$ cat src/rtl/vmem_leak_pkg.sv
// Shared types, default widths and the saturating subtract for the membrane-leak datapath.
package vmem_leak_pkg;

    localparam int unsigned INTEGER_WIDTH_DEF   = 32;
    localparam int unsigned DATA_WIDTH_FRAC_DEF = 32;
    localparam int unsigned DELTAT_WIDTH_DEF    = 4;
    localparam int unsigned NEURON_ID_WIDTH_DEF = 10;
    // Working width of sat_sub; holds any DATA_WIDTH+1 difference up to 127 bits.
    localparam int unsigned SAT_W               = 128;

    typedef enum logic [1:0] {
        IDLE = 2'd0,
        MULT = 2'd1,
        DIV  = 2'd2,
        DONE = 2'd3
    } state_e;

    // a - b, clamped to the signed range of a w-bit word (operands arrive sign-extended).
    function automatic logic [SAT_W-1:0] sat_sub(
        input logic signed [SAT_W-1:0] a,
        input logic signed [SAT_W-1:0] b,
        input int unsigned             w
    );
        logic signed [SAT_W-1:0] one;
        logic signed [SAT_W-1:0] diff;
        logic signed [SAT_W-1:0] hi;
        logic signed [SAT_W-1:0] lo;
        one  = SAT_W'(1);
        diff = a - b;
        hi   = (one <<< (w - 1)) - one;
        lo   = -hi - one;
        if (diff > hi) begin
            return hi;
        end
        if (diff < lo) begin
            return lo;
        end
        return diff;
    endfunction

endpackage

$ cat src/rtl/vmem_leak_seq_divider.sv
// Unsigned bit-serial restoring divider; one quotient bit per cycle, MSB first.
module seq_restoring_divider #(
    parameter int unsigned WIDTH = 64
) (
    input  logic             clk,
    input  logic             rst_n,
    input  logic             start,
    input  logic [WIDTH-1:0] dividend,
    input  logic [WIDTH-1:0] divisor,
    output logic             done,
    output logic [WIDTH-1:0] quotient
);

    localparam int unsigned CNT_W = (WIDTH > 1) ? $clog2(WIDTH) : 1;

    logic             active_q, active_d;
    logic [CNT_W-1:0] cnt_q, cnt_d;
    logic [WIDTH-1:0] rem_q, rem_d;
    logic [WIDTH-1:0] dq_q, dq_d;
    logic [WIDTH-1:0] dvs_q, dvs_d;

    logic [WIDTH:0]   shifted;
    logic             fits;
    logic [WIDTH-1:0] rem_step;
    logic [WIDTH-1:0] dq_step;

    // One restoring step: dq_q shifts dividend bits out of the top and quotient bits in.
    always_comb begin
        shifted  = {rem_q, dq_q[WIDTH-1]};
        fits     = (shifted >= {1'b0, dvs_q});
        rem_step = fits ? WIDTH'(shifted - {1'b0, dvs_q}) : WIDTH'(shifted);
        dq_step  = {dq_q[WIDTH-2:0], fits};
    end

    // Quotient is complete during the cycle done is high.
    assign done     = active_q && (cnt_q == '0);
    assign quotient = dq_step;

    always_comb begin
        active_d = active_q;
        cnt_d    = cnt_q;
        rem_d    = rem_q;
        dq_d     = dq_q;
        dvs_d    = dvs_q;
        if (start) begin
            active_d = 1'b1;
            cnt_d    = CNT_W'(WIDTH - 1);
            rem_d    = '0;
            dq_d     = dividend;
            dvs_d    = divisor;
        end else if (active_q) begin
            rem_d = rem_step;
            dq_d  = dq_step;
            if (cnt_q == '0) begin
                active_d = 1'b0;
            end else begin
                cnt_d = cnt_q - CNT_W'(1);
            end
        end
    end

    always_ff @(posedge clk or negedge rst_n) begin
        if (!rst_n) begin
            active_q <= 1'b0;
            cnt_q    <= '0;
            rem_q    <= '0;
            dq_q     <= '0;
            dvs_q    <= '0;
        end else begin
            active_q <= active_d;
            cnt_q    <= cnt_d;
            rem_q    <= rem_d;
            dq_q     <= dq_d;
            dvs_q    <= dvs_d;
        end
    end

endmodule

$ cat src/rtl/vmem_leak_seq.sv
// Exact membrane leak Vmem + ((Vrest - Vmem) * DeltaT) / Taumem, one neuron per request.
module vmem_leak_seq
    import vmem_leak_pkg::*;
#(
    parameter int unsigned INTEGER_WIDTH   = INTEGER_WIDTH_DEF,
    parameter int unsigned DATA_WIDTH_FRAC = DATA_WIDTH_FRAC_DEF,
    parameter int unsigned DATA_WIDTH      = INTEGER_WIDTH + DATA_WIDTH_FRAC,
    parameter int unsigned DELTAT_WIDTH    = DELTAT_WIDTH_DEF,
    parameter int unsigned NEURON_ID_WIDTH = NEURON_ID_WIDTH_DEF,
    parameter int unsigned SATURATE        = 0
) (
    input  logic                       Clock,
    input  logic                       Reset,
    input  logic                       InValid,
    output logic                       InReady,
    input  logic [NEURON_ID_WIDTH-1:0] InNeuronID,
    input  logic                       InBypass,
    input  logic [INTEGER_WIDTH-1:0]   Vrest,
    input  logic [DATA_WIDTH-1:0]      Vmem,
    input  logic [DELTAT_WIDTH-1:0]    DeltaT,
    input  logic [INTEGER_WIDTH-1:0]   Taumem,
    output logic                       OutValid,
    input  logic                       OutReady,
    output logic [NEURON_ID_WIDTH-1:0] OutNeuronID,
    output logic [DATA_WIDTH-1:0]      VmemOut,
    output logic                       DivByZero,
    output logic                       Busy
);

    localparam int unsigned PW = DATA_WIDTH + DELTAT_WIDTH + 1;

    state_e                     state_q, state_d;
    logic [INTEGER_WIDTH-1:0]   vrest_q, vrest_d;
    logic [DATA_WIDTH-1:0]      vmem_q, vmem_d;
    logic [DELTAT_WIDTH-1:0]    dt_q, dt_d;
    logic [INTEGER_WIDTH-1:0]   tau_q, tau_d;
    logic                       sign_q, sign_d;
    logic [DATA_WIDTH-1:0]      vout_q, vout_d;
    logic [NEURON_ID_WIDTH-1:0] id_q, id_d;
    logic                       dbz_q, dbz_d;
    logic                       in_ready_q, in_ready_d;
    logic                       out_valid_q, out_valid_d;
    logic                       busy_q, busy_d;

    logic [DATA_WIDTH-1:0]        vrest_fix;
    logic [DATA_WIDTH-1:0]        v1_wrap;
    logic [DATA_WIDTH-1:0]        v1_sat;
    logic signed [DATA_WIDTH-1:0] v1;
    logic signed [PW-1:0]         v1_ext;
    logic signed [PW-1:0]         dt_ext;
    logic signed [PW-1:0]         prod;
    logic signed [DATA_WIDTH-1:0] m;
    logic                         m_neg;
    logic [DATA_WIDTH-1:0]        m_mag;
    logic [DATA_WIDTH-1:0]        q_signed;

    logic                  div_start_c;
    logic                  div_done;
    logic [DATA_WIDTH-1:0] div_quotient;

    // Scaled difference M and its magnitude, evaluated from the registered request.
    always_comb begin
        vrest_fix = {vrest_q, {DATA_WIDTH_FRAC{1'b0}}};
        v1_wrap   = vrest_fix - vmem_q;
        v1_sat    = DATA_WIDTH'(sat_sub(SAT_W'($signed(vrest_fix)), SAT_W'($signed(vmem_q)),
                                        DATA_WIDTH));
        v1        = (SATURATE != 0) ? v1_sat : v1_wrap;
        v1_ext    = PW'(v1);
        dt_ext    = PW'({1'b0, dt_q});
        prod      = v1_ext * dt_ext;
        m         = DATA_WIDTH'(prod >>> DELTAT_WIDTH);
        m_neg     = m[DATA_WIDTH-1];
        m_mag     = m_neg ? (~m + DATA_WIDTH'(1)) : m;
        q_signed  = sign_q ? (~div_quotient + DATA_WIDTH'(1)) : div_quotient;
    end

    assign div_start_c = (state_q == MULT);

    seq_restoring_divider #(
        .WIDTH (DATA_WIDTH)
    ) u_div (
        .clk      (Clock),
        .rst_n    (Reset),
        .start    (div_start_c),
        .dividend (m_mag),
        .divisor  (DATA_WIDTH'(tau_q)),
        .done     (div_done),
        .quotient (div_quotient)
    );

    always_comb begin
        state_d  = state_q;
        vrest_d  = vrest_q;
        vmem_d   = vmem_q;
        dt_d     = dt_q;
        tau_d    = tau_q;
        sign_d   = sign_q;
        vout_d   = vout_q;
        id_d     = id_q;
        dbz_d    = dbz_q;
        case (state_q)
            IDLE: begin
                if (InValid) begin
                    vrest_d = Vrest;
                    vmem_d  = Vmem;
                    dt_d    = DeltaT;
                    tau_d   = Taumem;
                    id_d    = InNeuronID;
                    // Bypass wins over the Taumem <= 0 check.
                    if (InBypass) begin
                        vout_d  = Vmem;
                        dbz_d   = 1'b0;
                        state_d = DONE;
                    end else if (Taumem[INTEGER_WIDTH-1] || (Taumem == '0)) begin
                        vout_d  = Vmem;
                        dbz_d   = 1'b1;
                        state_d = DONE;
                    end else begin
                        dbz_d   = 1'b0;
                        state_d = MULT;
                    end
                end
            end
            MULT: begin
                sign_d  = m_neg;
                state_d = DIV;
            end
            DIV: begin
                if (div_done) begin
                    vout_d  = vmem_q + q_signed;
                    state_d = DONE;
                end
            end
            DONE: begin
                if (OutReady) begin
                    state_d = IDLE;
                end
            end
            default: state_d = IDLE;
        endcase
        in_ready_d  = (state_d == IDLE);
        out_valid_d = (state_d == DONE);
        busy_d      = (state_d != IDLE);
    end

    always_ff @(posedge Clock or negedge Reset) begin
        if (!Reset) begin
            state_q     <= IDLE;
            vrest_q     <= '0;
            vmem_q      <= '0;
            dt_q        <= '0;
            tau_q       <= '0;
            sign_q      <= 1'b0;
            vout_q      <= '0;
            id_q        <= '0;
            dbz_q       <= 1'b0;
            in_ready_q  <= 1'b1;
            out_valid_q <= 1'b0;
            busy_q      <= 1'b0;
        end else begin
            state_q     <= state_d;
            vrest_q     <= vrest_d;
            vmem_q      <= vmem_d;
            dt_q        <= dt_d;
            tau_q       <= tau_d;
            sign_q      <= sign_d;
            vout_q      <= vout_d;
            id_q        <= id_d;
            dbz_q       <= dbz_d;
            in_ready_q  <= in_ready_d;
            out_valid_q <= out_valid_d;
            busy_q      <= busy_d;
        end
    end

    assign InReady     = in_ready_q;
    assign OutValid    = out_valid_q;
    assign OutNeuronID = id_q;
    assign VmemOut     = vout_q;
    assign DivByZero   = dbz_q;
    assign Busy        = busy_q;

endmodule
$ cat config.mk
export PLATFORM = sky130hd
export DESIGN_NAME = vmem_leak_seq
export DESIGN_NICKNAME = d
export VERILOG_FILES = /design/src/rtl/vmem_leak_pkg.sv /design/src/rtl/vmem_leak_seq_divider.sv /design/src/rtl/vmem_leak_seq.sv
export SDC_FILE = /design/constraint.sdc
export NUM_CORES = 2
export LEC_CHECK = 0
export CAP_MARGIN = 20
export CELL_PAD_IN_SITES_DETAIL_PLACEMENT = 0
export CELL_PAD_IN_SITES_GLOBAL_PLACEMENT = 1
export CORE_MARGIN = 1
export CORE_UTILIZATION = 40
export CTS_CLUSTER_DIAMETER = 50
export DETAILED_ROUTE_END_ITERATION = 16
export GPL_ROUTABILITY_DRIVEN = 0
export GPL_TIMING_DRIVEN = 0
export PLACE_DENSITY_LB_ADDON = 0.1
export SKIP_CTS_REPAIR_TIMING = 1
export SLEW_MARGIN = 20
export SYNTH_ARGS = -nofsm -noshare
export SYNTH_HDL_FRONTEND = slang
export SYNTH_SLANG_ARGS = --single-unit
$ cat constraint.sdc
create_clock -name Clock -period 7.8 [get_ports Clock]
set_input_delay 1.95 -clock Clock [delete_from_list [all_inputs] [get_ports Clock]]
set_output_delay 1.95 -clock Clock [all_outputs]
set_load 0.005 [all_outputs]
==> impl_metrics.yaml <==
status:
  outcome: "finished with violations"
  violations_in_the_final_reports: "negative setup slack"
timing:
  final_min_period_over_clock_period: 1.01
  fmax_ghz: 0.127
  layout_min_cycle_time_ps: 7850
  final-hold-violation-count: 0
  maxSlewViolCount: 0
  finalHoldWorstSlack_ps: 469
  setup_violations: 9
  max-slew-margin-rel: 0.212
  rsz0062_at_grt: "true"
  max_slew.worst_pin.slew_ps: 1180
  post-route-worst-setup-slack_ps: -47.0
  clock-skew-final_ps: 51.4
finish:
  multi_input_area_um2: 28500
  layout.cells.most_common_list: "sky130_fd_sc_hd__nand2_1, sky130_fd_sc_hd__inv_1, sky130_fd_sc_hd__dfrtp_1"
  final_layout_size_suffix_gt1_frac: 0.151
  layout_stage_area_growth_over_the_synthesis_result_pct: 29.1
  filler_cell_count: 8950
  most_common_cell_after_layout_fill_and_taps_aside: "sky130_fd_sc_hd__nand2_1"
  seqCellArea_um2: 9520
  final_nets: 5698
power_and_ir_drop:
  sequential_cell_fraction_of_total_power: 0.372
  pwr-share-clk: 0.600
  total_leakage_power_uw: 0.0225
  net-switching-power_uw: 1240
  report.power.total_uw: 5300
  ir_worst_vdd_uv: 146
  p_per_area_nw_per_um2: 110
  combinationalPowerShare: 0.028
  netSwitchingFraction: 0.233
  cell_internal_pwr_uw: 4070
yosys:
  synth.ff_latch_count: 380
  synth.yosys.seq_area_share: 0.255
  post_synth_num_cell_types: 102
  number_of_enable_type_register_cells_in_the_synthesized_netlist: 0
  post_synth_inst_count: 4751
  syn_nets: 5288
  synth.avg_cell_area_um2: 7.83
  post_synth_instance_area_um2: 37200
  yosysWarnings: 0
  async_reset_ff_frac: 1.00
  synth_top_flop_cell: "sky130_fd_sc_hd__dfrtp_1"
setup_path:
  critPathArrivalTime_ps: 8340
  timing.critical_path.to_type: "register"
  crit_required_ps: 8290
  critPathSlowestCell: "sky130_fd_sc_hd__or4_4"
  setup.worst_path.class: "register to register"
  setup.worst_path.start_class: "register"
  max_stage_delay_ps: 600
  cp_max_fo: 7
grt:
  globalRouteOverflowTotal: 0
  grt_start_max_net_pins: 93
  antenna_found_initial: 2
  via_count_of_the_first_global_routing_pass: 34400
  groute.usage.overall: 0.304
  global_route_wire_length_before_repair_mm: 218
placed_design:
  hpwlAfterDp_mm: 116
  port_buffers: 224
flow_run:
  max_cap_violations: 0
cts:
  tritoncts: "done"
  cts_root_buf: "sky130_fd_sc_hd__clkbuf_16"
  cts_num_sinks: 380
  cts.reportedPaths.clkPinSlew_ps: 50
  worst_skew_pair.late_latency_ps: 650
  cts_max_path_buffers: 3
  h-tree-depth: 3
  tritoncts.num_buffers: 67
min_path:
  timing.hold.worst.class: "register to register"
detailed_routing:
  wl_mm: 147
  first_iter_violations: 2763
  detailed_route_drc_error_count: 0
  dr_total_vias: 36500
  detail_route.vias_per_cell: 5.65
  first_pass_iters: 5
  average_detailed_routed_wire_length_per_instance_um: 22.8
  antenna_violating_nets_post_route: 0
die:
  die_h_um: 307
  floorplan.die_area_um2: 94300
  floorplan.rows: 111
  initial_core_util: 0.405
  chipWidth_um: 307
  core-area_um2: 91900
  ioPinCount: 225
## power by group through the flow
stage	clock [uW]	sequential, uW	combinational (uW)
2_1_floorplan	0	2010	2.65
3_3_place_gp	0	2010	142
3_5_place_dp	0	2010	148
4_1_cts	3230	1970	149
5_1_grt	3320	1970	157
6_report	3190	1970	146
## through the flow
stage                     utilization  setup slack (ps)  TNS (ps)  cells  instance area (um2)
final                           0.523             -47.0      -175   6457                48100
after global routing            0.523              -288     -9780   6455                48100
after CTS                       0.474             -3050   -241590   6343                43500
after detailed placement        0.448             -3020   -238000   6223                41200
after global placement          0.446            -13420  -5297530   6218                41000
after floorplan                     -               189         0   4751                37200
## layout make-up
cell class / instances / share of cell area
Buffer: 202 / 0.0204
Sequential cell: 380 / 0.198
Tap cell: 1243 / 0.0324
Multi-Input combinational cell: 3739 / 0.593
Inverter: 402 / 0.0315
Antenna cell: 2 / 0.000104
Clock buffer: 81 / 0.0372
Timing Repair Buffer: 369 / 0.0753
Clock inverter: 39 / 0.0121
## flip-flops by register name, summed over array words and instances (netlist names), 2 cells and up
| signal | count |
|---|---|
| u_div.dq_q | 64 |
| u_div.rem_q | 64 |
| vmem_q | 64 |
| u_div.dvs_q | 32 |
| tau_q | 32 |
| dt_q | 4 |
| state_q | 2 |
| u_div.cnt_q | 6 |
| OutNeuronID | 10 |
| VmemOut | 64 |
| vrest_q | 32 |
## logic make-up (layout without fill, tap and decap cells)
group	after synthesis	in the layout	synth area share
XOR/XNOR	325	325	0.0765
AO/OA/AOI/OAI	1241	1241	0.209
other	0	2	0
multiplexers	27	27	0.00739
adder cells (fa/ha/maj)	390	390	0.157
buffers and inverters	632	1093	0.0651
flip-flops	380	380	0.255
AND/OR/NAND/NOR	1756	1756	0.229
## cell usage after synthesis (all sizes together), types with 8 or more instances
master   number  area, um2
o31ai        35        263
o211a         8       80.1
nor3        114        612
a21oi       391       1990
or4          25        188
nand4        59        375
clkbuf      198        743
o211ai       31        238
nor2        286       1080
nor2b        80        503
a2111oi       9       97.6
inv         401       1510
and4         15        131
a41oi        14        123
nand2       703       2640
dfrtp       379       9480
o41ai        19        166
a211oi       98        751
o31a         13        123
nand3        74        375
fa          129       2580
or2          22        138
o21ai       318       1590
nor4b         8       70.1
a21o        112        841
and3         35        219
nand2b       25        156
or3          53        332
o21a         33        248
ha          261       3270
nor3b         8       60.1
xnor2       230       2010
a31oi        53        344
nor4         47        322
xor2         95        832
a21boi        8       60.1
o21bai       25        188
and2        180       1130
mux2i        23        230
buf          32        170
## worst max-delay path, delay by kind of cell (launching register included)
family,cells,cell delay (ps)
flip-flops,1,450
AND/OR/NAND/NOR,10,3060
buffers and inverters,4,430
XOR/XNOR,2,560
adder cells (fa/ha/maj),4,1590
AO/OA/AOI/OAI,9,1620
## final timing paths
check | start | end | slack [ps] | depth (start not counted)
hold / removal | OutNeuronID[7] | OutNeuronID[7] | 470 | 2
hold reg to reg | OutNeuronID[7] | OutNeuronID[7] | 470 | 2
setup reg to reg | vmem_q[13] | u_div.dq_q[55] | -50 | 29
min in group asynchronous | Reset | OutNeuronID[2] | 1270 | 1
setup / recovery | vmem_q[13] | u_div.dq_q[55] | -50 | 29
max in group asynchronous | Reset | tau_q[15] | 4830 | 4
## layer usage
| metal | GRT usage | vias up | wire length, um |
|---|---|---|---|
| li1 | - | 17300 | - |
| met1 | 0.429 | 17900 | 67000 |
| met2 | 0.483 | 1105 | 67300 |
| met3 | 0.0411 | 210 | 8390 |
| met4 | 0.0849 | 0 | 4510 |
| met5 | 0 | - | 0 |
(Power assumes the default switching activity.)
